===== src/rtl/stream_descale_sink.sv =====
// Descaling sink: checks the low SHIFT bits are zero, shifts right by SHIFT, buffers in a DEPTH-entry FWFT FIFO.
// Optional STREAM_DESCALE_SINK_THROTTLE_EN adds an LFSR that randomly masks t0_ready.
module stream_descale_sink #(
    parameter int DW    = 32,
    parameter int SHIFT = 2,
    parameter int DEPTH = 4,
    parameter int CW    = 16,
    localparam int AW   = $clog2(DEPTH),
    localparam int LW   = AW + 1
) (
    input  logic          clk,
    input  logic          rstf,
    input  logic [DW-1:0] t0_data,
    input  logic          t0_valid,
    output logic          t0_ready,
    output logic [DW-1:0] i0_data,
    output logic          i0_valid,
    input  logic          i0_ready,
    input  logic          clr,
    output logic [CW-1:0] word_cnt,
    output logic [CW-1:0] err_cnt,
    output logic          err_flag,
    output logic [LW-1:0] level
);

    logic [AW:0]   wptr_q, rptr_q;
    logic [DW-1:0] mem_q [DEPTH];
    logic          ready_q;
    logic [CW-1:0] word_cnt_q, err_cnt_q;
    logic          err_flag_q;
    logic [LW-1:0] level_d;
    logic          empty, push, pop, bad;

    assign empty    = (wptr_q == rptr_q);
    assign level    = wptr_q - rptr_q;
    assign i0_valid = !empty;
    assign i0_data  = mem_q[rptr_q[AW-1:0]];
    assign push     = t0_valid & t0_ready;
    assign pop      = i0_valid & i0_ready;
    assign bad      = |t0_data[SHIFT-1:0];

`ifdef STREAM_DESCALE_SINK_THROTTLE_EN
    logic [7:0] lfsr_q;

    // x^8+x^6+x^5+x^4+1, Fibonacci form, free-running
    always_ff @(posedge clk or negedge rstf) begin
        if (!rstf) lfsr_q <= 8'hA5;
        else       lfsr_q <= {lfsr_q[6:0], lfsr_q[7] ^ lfsr_q[5] ^ lfsr_q[4] ^ lfsr_q[3]};
    end

    assign t0_ready = ready_q & lfsr_q[0];
`else
    assign t0_ready = ready_q;
`endif

    always_comb begin
        level_d = level;
        if (push && !pop)      level_d = level + 1'b1;
        else if (pop && !push) level_d = level - 1'b1;
    end

    always_ff @(posedge clk or negedge rstf) begin
        if (!rstf) begin
            wptr_q  <= '0;
            rptr_q  <= '0;
            ready_q <= 1'b0;
            for (int i = 0; i < DEPTH; i++) mem_q[i] <= '0;
        end else begin
            // ready looks at next-state occupancy only, so i0_ready never reaches t0_ready combinationally
            ready_q <= (level_d < LW'(DEPTH));
            if (push) begin
                mem_q[wptr_q[AW-1:0]] <= t0_data >> SHIFT;
                wptr_q                <= wptr_q + 1'b1;
            end
            if (pop) rptr_q <= rptr_q + 1'b1;
        end
    end

    always_ff @(posedge clk or negedge rstf) begin
        if (!rstf) begin
            word_cnt_q <= '0;
            err_cnt_q  <= '0;
            err_flag_q <= 1'b0;
        end else if (clr) begin
            word_cnt_q <= '0;
            err_cnt_q  <= '0;
            err_flag_q <= 1'b0;
        end else if (push) begin
            if (word_cnt_q != '1)       word_cnt_q <= word_cnt_q + 1'b1;
            if (bad && err_cnt_q != '1) err_cnt_q  <= err_cnt_q + 1'b1;
            if (bad)                    err_flag_q <= 1'b1;
        end
    end

    assign word_cnt = word_cnt_q;
    assign err_cnt  = err_cnt_q;
    assign err_flag = err_flag_q;

endmodule


===== config.mk =====
export PLATFORM = sky130hd
export DESIGN_NAME = stream_descale_sink
export DESIGN_NICKNAME = d
export VERILOG_FILES = /design/src/rtl/stream_descale_sink.sv
export SDC_FILE = /design/constraint.sdc
export NUM_CORES = 1
export LEC_CHECK = 0
export CORE_UTILIZATION = 59
export DETAILED_ROUTE_END_ITERATION = 8
export PLACE_DENSITY = 0.92
export SLEW_MARGIN = 20
export SYNTH_ARGS = -nofsm -noshare
export SYNTH_HDL_FRONTEND = slang
export SYNTH_SLANG_ARGS = --single-unit

===== constraint.sdc =====
create_clock -name clk -period 5.4 [get_ports clk]
set_input_delay 0.81 -clock clk [delete_from_list [all_inputs] [get_ports clk]]
set_output_delay 0.81 -clock clk [all_outputs]
set_load 0.01 [all_outputs]

### Word-level counts from Yosys, hierarchy flattened

Index checks and enable logic that the tools add are counted.

| cells by class | value |
|---|---|
| $add $sub $neg | 7 |
| magnitude comparators | 4 |
| equality and inequality tests | 3 |
| muxes and demuxes | 17 |
| bitwise logic cells | 4 |
| reductions and logical operators | 15 |

Operators with widths:

| operator | count |
|---|---|
| $bwmux 128 | 1 |
| $mux 16 | 6 |
| $mux 32 | 3 |
| $bmux 32 s2 | 1 |
| $demux 32 s2 | 1 |
| $add 16x1->16 const B | 2 |
| $ne 16x16->1 const B | 2 |
| $add 3x1->3 const B | 3 |
| $reduce_bool 2->1 | 4 |
| $ge 3x3->1 const B | 2 |
| $mux 3 | 2 |
| $not 2->3 | 2 |
| $reduce_and 2->1 | 3 |
| $logic_and 1x1->1 | 4 |
| $eq 3x3->1 | 1 |
| $logic_not 1->1 | 3 |
| $lt 3x1->1 const B | 1 |
| $lt 3x3->1 const B | 1 |
| $mux 1 | 3 |
| $sub 3x1->3 const B | 1 |
| $sub 3x3->3 | 1 |
| $and 1x1->1 | 2 |
| $reduce_or 2->1 | 1 |

| storage, ports and cells | value |
|---|---|
| register bits after elaboration | 168 |
| bits of input ports | 37 |
| output and inout port bits | 70 |

### Logic depth before layout (Yosys ltp)

Gate-level depths: netlist of the first run.

| logic depth | value |
|---|---|
| depth after elaboration | 7 |
| depth in mapped cells | 7 |
| depth with buffers taken out | 7 |

### Least setup slack after synthesis of the first run

No wires, ideal clock.

| timing | value |
|---|---|
| path kind | flip-flop to output port |
| start | register rptr_q[1] |
| end | output port level[2] |
| arrival time | 1587 ps |
| data required time | 4590 ps |
| slack | 3003 ps |
| cell stages (with the launch flop) | 5 |
| buffers on the path | 1 |
| cell sequence | dfrtp_1 clkbuf_1 inv_1 fa_1 xnor2_1 |

| between the ends | value |
|---|---|
| word-level cells in the longest chain between the ends | 1 |

Ends and longest elaborated chain:

| what | RTL line | RTL |
|---|---|---|
| start, declared | 26 | `logic [AW:0] wptr_q, rptr_q;` |
| start signal, assigned | 75 | `if (pop) rptr_q <= rptr_q + 1'b1;` |
| $sub 3x3->3 | 35 | `assign level = wptr_q - rptr_q;` |
| end, declared | 23 | `output logic [LW-1:0] level` |

Every way passes these cells.

### Worst setup path after layout of the first run

| timing | value |
|---|---|
| start | register wptr_q[0] |
| end | output port level[2] |

| between the ends | value |
|---|---|
| word-level cells in the longest chain between the ends | 1 |

Ends and longest elaborated chain:

| what | RTL line | RTL |
|---|---|---|
| start, declared | 26 |  |
| start signal, assigned | 73 | `wptr_q <= wptr_q + 1'b1;` |
| $sub 3x3->3 | 35 |  |

Every way passes these cells.

==> run_results.csv, run 1 <==
group,metric,value,unit
floorplan,io_pins,107,
critical_path,reg2reg_to,"word_cnt[2]",
detailed_routing,vias,4869,
synthesis,synth-simple-area-share,7.63,%
detailed_routing,wirelength,15.9,mm
critical_path,worst_ep_required_time,4.59,ns
final_layout,finish.instance_area,9260,um^2
timing,holdWs,0.484,ns
timing,finalCritPeriodShare,60.2,%
timing,hold_viol_final,0,
global_routing,track_usage,26.7,%
synthesis,synth_seq_area_share,53.8,%
power_and_ir_drop,power.density,582,nW/um^2
timing,rsz0062_at_grt,"false",
detailed_routing,viasPerCell,6.00,
floorplan,chipWidth,114,um
clock_tree,cts_root_buf,"clkbuf_16",
critical_path,cp-start-kind,"register",
synthesis,synth_seq_cells,160,
status,status,"complete, no violations",
placement,io_buffers,104,
floorplan,die_area,13100,um^2
power_and_ir_drop,vdd_drop_max,260,uV
final_layout,final_layout_size_suffix_gt1_share,31.2,%
synthesis,synth_fa_ha_area_share,1.78,%
critical_path,r2r-start,"word_cnt[0]",
critical_path,rrSetupSlack,3.06,ns
clock_tree,clock_latency,0.42,ns
timing,worst_slew_pin_slew,0.894,ns
synthesis,syn_area,7450,um^2
synthesis,synth.distinct_cells,47,
synthesis,async_flop_share,100,%
timing,finalMaxSlewViolations,0,
detailed_routing,drt_iter0_drc,331,
power_and_ir_drop,p_total,5.38,mW
synthesis,yosysTopAreaCellShare,53.8,%
power_and_ir_drop,leakage,3.85,nW
critical_path,endpoint_kind,"output pin",
synthesis,ys.flop_type,"dfrtp_1",
final_layout,diodes,0,
timing,fmax,308,MHz
timing,slew-limit-headroom,40.4,%
floorplan,core_area,12200,um^2
job,max_cap_viol_count,0,
floorplan,start_util,61.2,%
critical_path,worstSetupPathType,"register to output pin",
synthesis,synth_top_family_by_area,"multiplexers",
synthesis,synth-compound-area-share,4.08,%
critical_path,path_max_fanout,4,
synthesis,yosys-mux-area-fraction,28.2,%
global_routing,grt_max_degree,113,
clock_tree,clock-sinks,160,
placement,place.gp.congestion,0.909,
clock_tree,cts_tree,"yes",
synthesis,syn_inst,527,
global_routing,grt_overflow,0,
clock_tree,clkSlewWorstSetupHoldPaths,0.06,ns
floorplan,die_h,114,um
global_routing,grt_pass1_wl,26.4,mm
global_routing,antenna_found_initial,0,
clock_tree,cts_buffers,17,
detailed_routing,wire_per_inst,19.5,um
timing,setup_viol,0,
synthesis,yosys.area_share.xor_xnor,2.00,%
placement,postPlaceCellArea,8630,um^2
timing,period_needed,3.25,ns
synthesis,synth_edf_count,0,
synthesis,synth.most_common_cell,"dfrtp_1",
final_layout,nets,678,
detailed_routing,drc,0,
clock_tree,post_cts_buffers,0,
min_path,min_path_type,"input port to asynchronous set/reset pin",
synthesis,yosysWarningCount,0,
timing,fin_skew,0.00930,ns
final_layout,area_delta_synth_final,24.3,%
detailed_routing,ant_nets,0,
placement,place_hpwl,10.1,mm
clock_tree,cts_resized,0,
synthesis,synth.area.top_cells,"dfrtp_1, mux2_2, mux4_2, xnor2_1, ha_1",
floorplan,rows,40,
clock_tree,cts_max_level,4,
critical_path,critPathArrivalTime,2.44,ns
clock_tree,ctsHoldBuffers,0,
synthesis,synthTopCellsByCount,"dfrtp_1, mux2_2, mux4_2",
clock_tree,cts_buffer_depth,2,
timing,fin_tns_setup,0,ns
synthesis,synth_top_area_cell,"dfrtp_1",
global_routing,grt_pass1_vias,5179,
detailed_routing,dr.pass1.iters,5,
synthesis,syn_avg_cell_area,14.1,um^2
critical_path,r2r_cells,5,
[final cells by class]
type / count / area, um^2
well taps: 168 / 210
fillers: 732 / 2910
repair buffers: 112 / 1100
clock inverters: 10 / 131
inverters: 12 / 45.0
flip-flops and latches: 160 / 4010
multi-input cells: 328 / 3260
clock buffers: 22 / 494
[how the worst max path moves through the flow]
stage                     startpoint           to  slack, ns
after floorplan            rptr_q[1]     level[2]       3.00
after global placement      t0_valid    mem_q[90]       2.51
after detailed placement    t0_valid    mem_q[89]       2.44
after CTS                  rptr_q[0]  i0_data[18]       2.09
after global routing       wptr_q[0]     level[2]       1.96
final                      wptr_q[0]     level[2]       2.15
[critical path: stages, from the launching register on]
cell             delay (ns)
dfrtp_1                0.41
inv_1                  0.15
ha_1                   0.17
inv_1                  0.04
fa_1                   0.37
xnor2_1                0.25
clkdlybuf4s50_1        0.62
[cell usage in the layout, fill, tap and decap left out, types with 6 or more instances in the layout]
cell type	Yosys	final
dfrtp_1	160	159
mux2_2	123	123
clkdlybuf4s50_1	0	103
mux4_2	30	30
o21ai_0	18	18
clkbuf_16	0	17
nand2_1	15	15
xnor2_1	14	14
a21oi_1	13	13
inv_1	12	12
nand4_1	11	11
nand3_1	11	11
nor4_1	10	10
nor2_1	10	10
nor2b_1	9	9
ha_1	9	9
buf_4	2	8
clkbuf_8	0	6
[kinds of logic (layout without fill, tap and decap cells)]
logic type / Yosys count / after routing
xor+xnor: 17 / 17
buf+inv: 40 / 156
fa+ha+maj: 10 / 10
other cells: 1 / 2
simple gates: 94 / 94
mux: 157 / 157
compound gates: 48 / 48
flops: 160 / 160
[sequential cells by signal, indices dropped and copies added, names as in the netlist]
signal,flops
t0_ready,1
err_cnt,16
err_flag,1
word_cnt,16
rptr_q,3
wptr_q,3
mem_q,120
[where the power goes]
part	internal, mW	switching (mW)	total [mW]
logic	1.33	0.846	2.18
registers	1.69	0.269	1.96
clock network	0.785	0.460	1.24
[metrics by stage]
step	std cells	setup slack, ns	utilization [%]
after floorplan	528	3.00	-
after detailed placement	780	2.44	70.9
final	812	2.15	76.1
after global routing	812	1.96	76.1
after CTS	812	2.09	76.1
after global placement	780	2.51	70.9
[per-layer routing]
layer	wire length (um)	GRT usage, %	part of all wire, %	vias to the layer above
li1	-	-	-	2173
met1	6630	34.2	42	2502
met2	8100	44.6	51	168
met3	877	7.83	5.5	26
met4	248	7.45	1.6	0
met5	0	0	0	-
(Power assumes the default switching activity.)
==> run 2, diff against run 1 <==
CORE_UTILIZATION = 55   (was 59)
PLACE_DENSITY = 0.86   (was 0.92)
clock period = 3.2 ns   (was 5.4 ns; I/O delays follow)
==> run_results.csv, run 2 (synthesized netlist as in run 1, its figures left out) <==
group,metric,value,unit
status,status,"complete, no violations",
power_and_ir_drop,vdd_drop_max,738,uV
final_layout,multiInputGateArea,3270,um^2
clock_tree,ctsHoldBuffers,0,
floorplan,rows,42,
critical_path,critPathSlowestCell,"clkdlybuf4s50_1",
clock_tree,cts_max_level,4,
final_layout,nFillCells,925,
timing,worst_slew_pin_slew,0.800,ns
global_routing,track_usage,24.4,%
detailed_routing,dr.pass1.iters,4,
clock_tree,cts_buffer_depth,2,
timing,setup_viol,0,
clock_tree,clock_latency,0.41,ns
critical_path,rrSetupSlack,0.85,ns
final_layout,area_delta_synth_final,25.0,%
timing,fin_tns_setup,0,ns
timing,holdWs,0.110,ns
final_layout,final_common_cell,"dfrtp_1",
clock_tree,cts_root_buf,"clkbuf_16",
critical_path,critPathBufInv,3,
timing,period_needed,2.96,ns
detailed_routing,drt_iter0_drc,332,
floorplan,chipWidth,118,um
detailed_routing,wirelength,15.7,mm
critical_path,path_max_fanout,4,
timing,finalCritPeriodShare,92.6,%
placement,io_buffers,104,
power_and_ir_drop,leakage,3.86,nW
critical_path,worst_ep_required_time,2.72,ns
global_routing,antenna_found_initial,0,
placement,post-place-ws,0.690,ns
timing,rsz0062_at_grt,"false",
final_layout,final_layout_size_suffix_gt1_share,32.1,%
clock_tree,cts_buffers,17,
floorplan,start_util,56.2,%
critical_path,r2r_cells,5,
placement,postPlaceCellArea,8700,um^2
power_and_ir_drop,p_total,9.03,mW
global_routing,grt_pass1_wl,26.4,mm
clock_tree,cts_resized,0,
timing,fin_ws,0.235,ns
final_layout,seqCellArea,4010,um^2
final_layout,diodes,0,
floorplan,die_h,118,um
critical_path,critPathMaxStageDelay,0.61,ns
clock_tree,post_cts_buffers,0,
floorplan,core_area,13200,um^2
critical_path,r2r-start,"word_cnt[0]",
timing,fmax,337,MHz
final_layout,instances_no_fill,824,
final_layout,final_cell_mix,"dfrtp_1, mux2_2, clkdlybuf4s50_1",
detailed_routing,viasPerCell,5.85,
detailed_routing,drc,0,
power_and_ir_drop,power.density,970,nW/um^2
timing,slew-limit-headroom,46.7,%
detailed_routing,vias,4823,
clock_tree,clkSlewWorstSetupHoldPaths,0.06,ns
final_layout,largest_reg_flops,120,
global_routing,grt_overflow,0,
floorplan,die_area,14000,um^2
clock_tree,cts_tree,"yes",
critical_path,endpoint_kind,"output pin",
timing,fin_skew,0.00760,ns
placement,place.gp.congestion,0.902,
clock_tree,clock-sinks,160,
critical_path,crit_top_cell,"inv_1",
final_layout,finish.instance_area,9310,um^2
timing,finalMaxSlewViolations,0,
job,max_cap_viol_count,0,
global_routing,grt_max_degree,86,
min_path,min_path_type,"input port to asynchronous set/reset pin",
floorplan,io_pins,107,
critical_path,critPathArrivalTime,2.48,ns
global_routing,grt_pass1_vias,5233,
placement,dp.cells,792,
critical_path,cpLargestDelayFamily,"buffers and inverters",
critical_path,path_cells,"inv_1, ha_1, inv_1, fa_1, xnor2_1, clkdlybuf4s50_1",
critical_path,reg2reg_to,"word_cnt[6]",
timing,hold_viol_final,0,
final_layout,nets,682,
detailed_routing,ant_nets,0,
placement,place_hpwl,10.3,mm
final_layout,top_register,"mem_q",
final_layout,fin_util,70.3,%
critical_path,worstSetupPathType,"register to output pin",
critical_path,cp-start-kind,"register",
detailed_routing,wire_per_inst,19.1,um
[run 2: worst max-delay path by stage]
| stage | start | to | slack (ns) | cells past startpoint |
|---|---|---|---|---|
| 4_1_cts | wptr_q[0] | level[2] | 0.22 | 6 |
| 2_1_floorplan | rptr_q[1] | level[2] | 1.13 | 4 |
| 3_5_place_dp | wptr_q[0] | level[2] | 0.69 | 6 |
| 5_1_grt | wptr_q[0] | level[2] | 0.15 | 6 |
| 6_report | wptr_q[0] | level[2] | 0.24 | 6 |
| 3_3_place_gp | wptr_q[0] | level[2] | 0.74 | 6 |
[run 2: power by group]
part / total (mW) / internal, mW / switching [mW]
clock network: 2.02 / 1.25 / 0.761
registers: 3.31 / 2.86 / 0.450
logic: 3.71 / 2.28 / 1.43
total: 9.03 / 6.39 / 2.64
[run 2: cell type report]
type,count,area share (%)
Clock buffer,24,5.39
Clock inverter,8,1.09
Inverter,12,0.484
Multi-Input combinational cell,328,35.2
Sequential cell,160,43.0
Tap cell,176,2.37
Timing Repair Buffer,116,12.4
[run 2: worst reg2reg max path: stages, from the launching register on]
cell      delay, ns
dfrtp_1        0.45
ha_1           0.24
nand3_1        0.23
nor4_1         0.70
nand2b_1       0.43
o21ai_0        0.21
[run 2: routing by layer]
metal,vias up,global-route usage (%),wire length [um]
met5,-,0,0
met4,0,8.89,231
met3,18,4.78,472
met2,115,41.5,8230
met1,2504,31.2,6780
li1,2186,-,-
==> run 3, diff against run 2 <==
CORE_UTILIZATION = 59   (was 55)
PLACE_DENSITY = 0.92   (was 0.86)
clock period = 3.6 ns   (was 3.2 ns; I/O delays follow)
==> run_results.csv, run 3 (synthesized netlist as in run 1, its figures left out) <==
group,metric,value,unit
critical_path,cp-start-kind,"register",
detailed_routing,ant_nets,0,
timing,holdWs,0.207,ns
final_layout,instances_no_fill,815,
timing,hold_viol_final,0,
timing,period_needed,3.09,ns
clock_tree,cts_root_buf,"clkbuf_16",
global_routing,antenna_found_initial,0,
timing,slew-limit-headroom,33.4,%
clock_tree,clkSlewWorstSetupHoldPaths,0.06,ns
final_layout,final_layout_size_suffix_gt1_share,31.5,%
final_layout,largest_reg_flops,120,
floorplan,chipWidth,114,um
clock_tree,clock_latency,0.42,ns
timing,worst_slew_pin_slew,0.998,ns
global_routing,grt_overflow,0,
status,status,"complete, no violations",
floorplan,die_area,13100,um^2
clock_tree,ctsHoldBuffers,0,
clock_tree,clock-sinks,160,
detailed_routing,drt_iter0_drc,328,
timing,setup_viol,0,
final_layout,final_cell_mix,"dfrtp_1, mux2_2, clkdlybuf4s50_1",
placement,post-place-ws,0.795,ns
power_and_ir_drop,power_switching,2.40,mW
critical_path,path_max_fanout,4,
critical_path,r2r-start,"t0_ready",
clock_tree,cts_buffer_depth,2,
final_layout,finish.instance_area,9310,um^2
detailed_routing,drc,0,
job,max_cap_viol_count,0,
power_and_ir_drop,leakage,3.88,nW
floorplan,core_area,12200,um^2
clock_tree,cts_resized,0,
detailed_routing,viasPerCell,5.97,
power_and_ir_drop,p_seq_share,36.0,%
placement,dp.cells,785,
floorplan,start_util,61.2,%
power_and_ir_drop,vdd_drop_max,580,uV
timing,fin_skew,0.00611,ns
final_layout,diodes,0,
critical_path,worstSetupPathType,"register to output pin",
final_layout,nets,683,
global_routing,grt_max_degree,111,
timing,fin_ws,0.508,ns
power_and_ir_drop,p_total,8.19,mW
detailed_routing,wire_per_inst,19.7,um
final_layout,top_register,"mem_q",
floorplan,rows,40,
detailed_routing,wirelength,16.1,mm
global_routing,grt_pass1_vias,5179,
timing,rsz0062_at_grt,"false",
detailed_routing,dr.pass1.iters,5,
timing,finalMaxSlewViolations,0,
min_path,min_path_type,"input port to asynchronous set/reset pin",
placement,place.gp.congestion,0.865,
global_routing,track_usage,27.0,%
power_and_ir_drop,switching_share,29.3,%
power_and_ir_drop,power.density,880,nW/um^2
floorplan,die_h,114,um
clock_tree,cts_tree,"yes",
power_and_ir_drop,power_frac_comb,40.6,%
placement,io_buffers,104,
final_layout,fin_util,76.5,%
final_layout,final_common_cell,"dfrtp_1",
detailed_routing,vias,4866,
timing,fin_tns_setup,0,ns
critical_path,critPathArrivalTime,2.55,ns
placement,place_hpwl,10.2,mm
floorplan,io_pins,107,
placement,postPlaceCellArea,8680,um^2
critical_path,worst_ep_required_time,3.06,ns
power_and_ir_drop,clockPowerShare,23.5,%
power_and_ir_drop,p_int,5.79,mW
final_layout,area_delta_synth_final,25.0,%
critical_path,crit_start,"wptr_q[0]",
clock_tree,cts_max_level,4,
timing,fmax,323,MHz
clock_tree,post_cts_buffers,0,
timing,finalCritPeriodShare,85.9,%
clock_tree,cts_buffers,17,
global_routing,grt_pass1_wl,26.6,mm
critical_path,endpoint_kind,"output pin",
[run 3: cell count changes in the layout (fill, tap and decap cells not counted), sizes merged]
cell and change:
inv -1, bufinv +3, clkbuf -6, buf +1, clkinvlp +1, clkinv +1
[run 3: worst paths after layout]
| kind | end | cells after the start | slack, ns |
|---|---|---|---|
| max | level[2] | 6 | 0.51 |
| min | err_cnt[13] | 1 | 0.21 |
| max reg2reg | mem_q[2] | 4 | 1.42 |
| min reg2reg | wptr_q[2] | 1 | 0.49 |
| max in group asynchronous | mem_q[115] | 2 | 2.36 |
| min in group clk | wptr_q[2] | 1 | 0.49 |
[run 3: final cells by class]
class                      count  area [um^2]
multi-input combinational    328         3260
inverter                      12         45.0
tap                          168          210
sequential                   160         4010
clock inverter                12          191
fill                         712         2850
clock buffer                  18          439
timing repair buffer         117         1150
[run 3: critical path, cell delays in order, from the launching register on]
cell and delay (ns):
dfrtp_1 0.40, inv_1 0.16, ha_1 0.19, inv_1 0.06, fa_1 0.38, xnor2_1 0.33, clkdlybuf4s50_1 0.61
[run 3: power by group through the flow]
stage          clock network, mW  registers [mW]  logic, mW
2_1_floorplan                  0            2.82       2.05
3_3_place_gp                   0            2.87       3.20
3_5_place_dp                   0            2.95       3.30
4_1_cts                     1.95            2.94       3.36
5_1_grt                     2.03            3.03       3.55
6_report                    1.92            2.95       3.32
[run 3: metal layers]
layer,track usage [%],wire (um)
met5,0,0
met4,8.05,181
met3,5.29,694
met2,45.7,8390
met1,35.7,6800
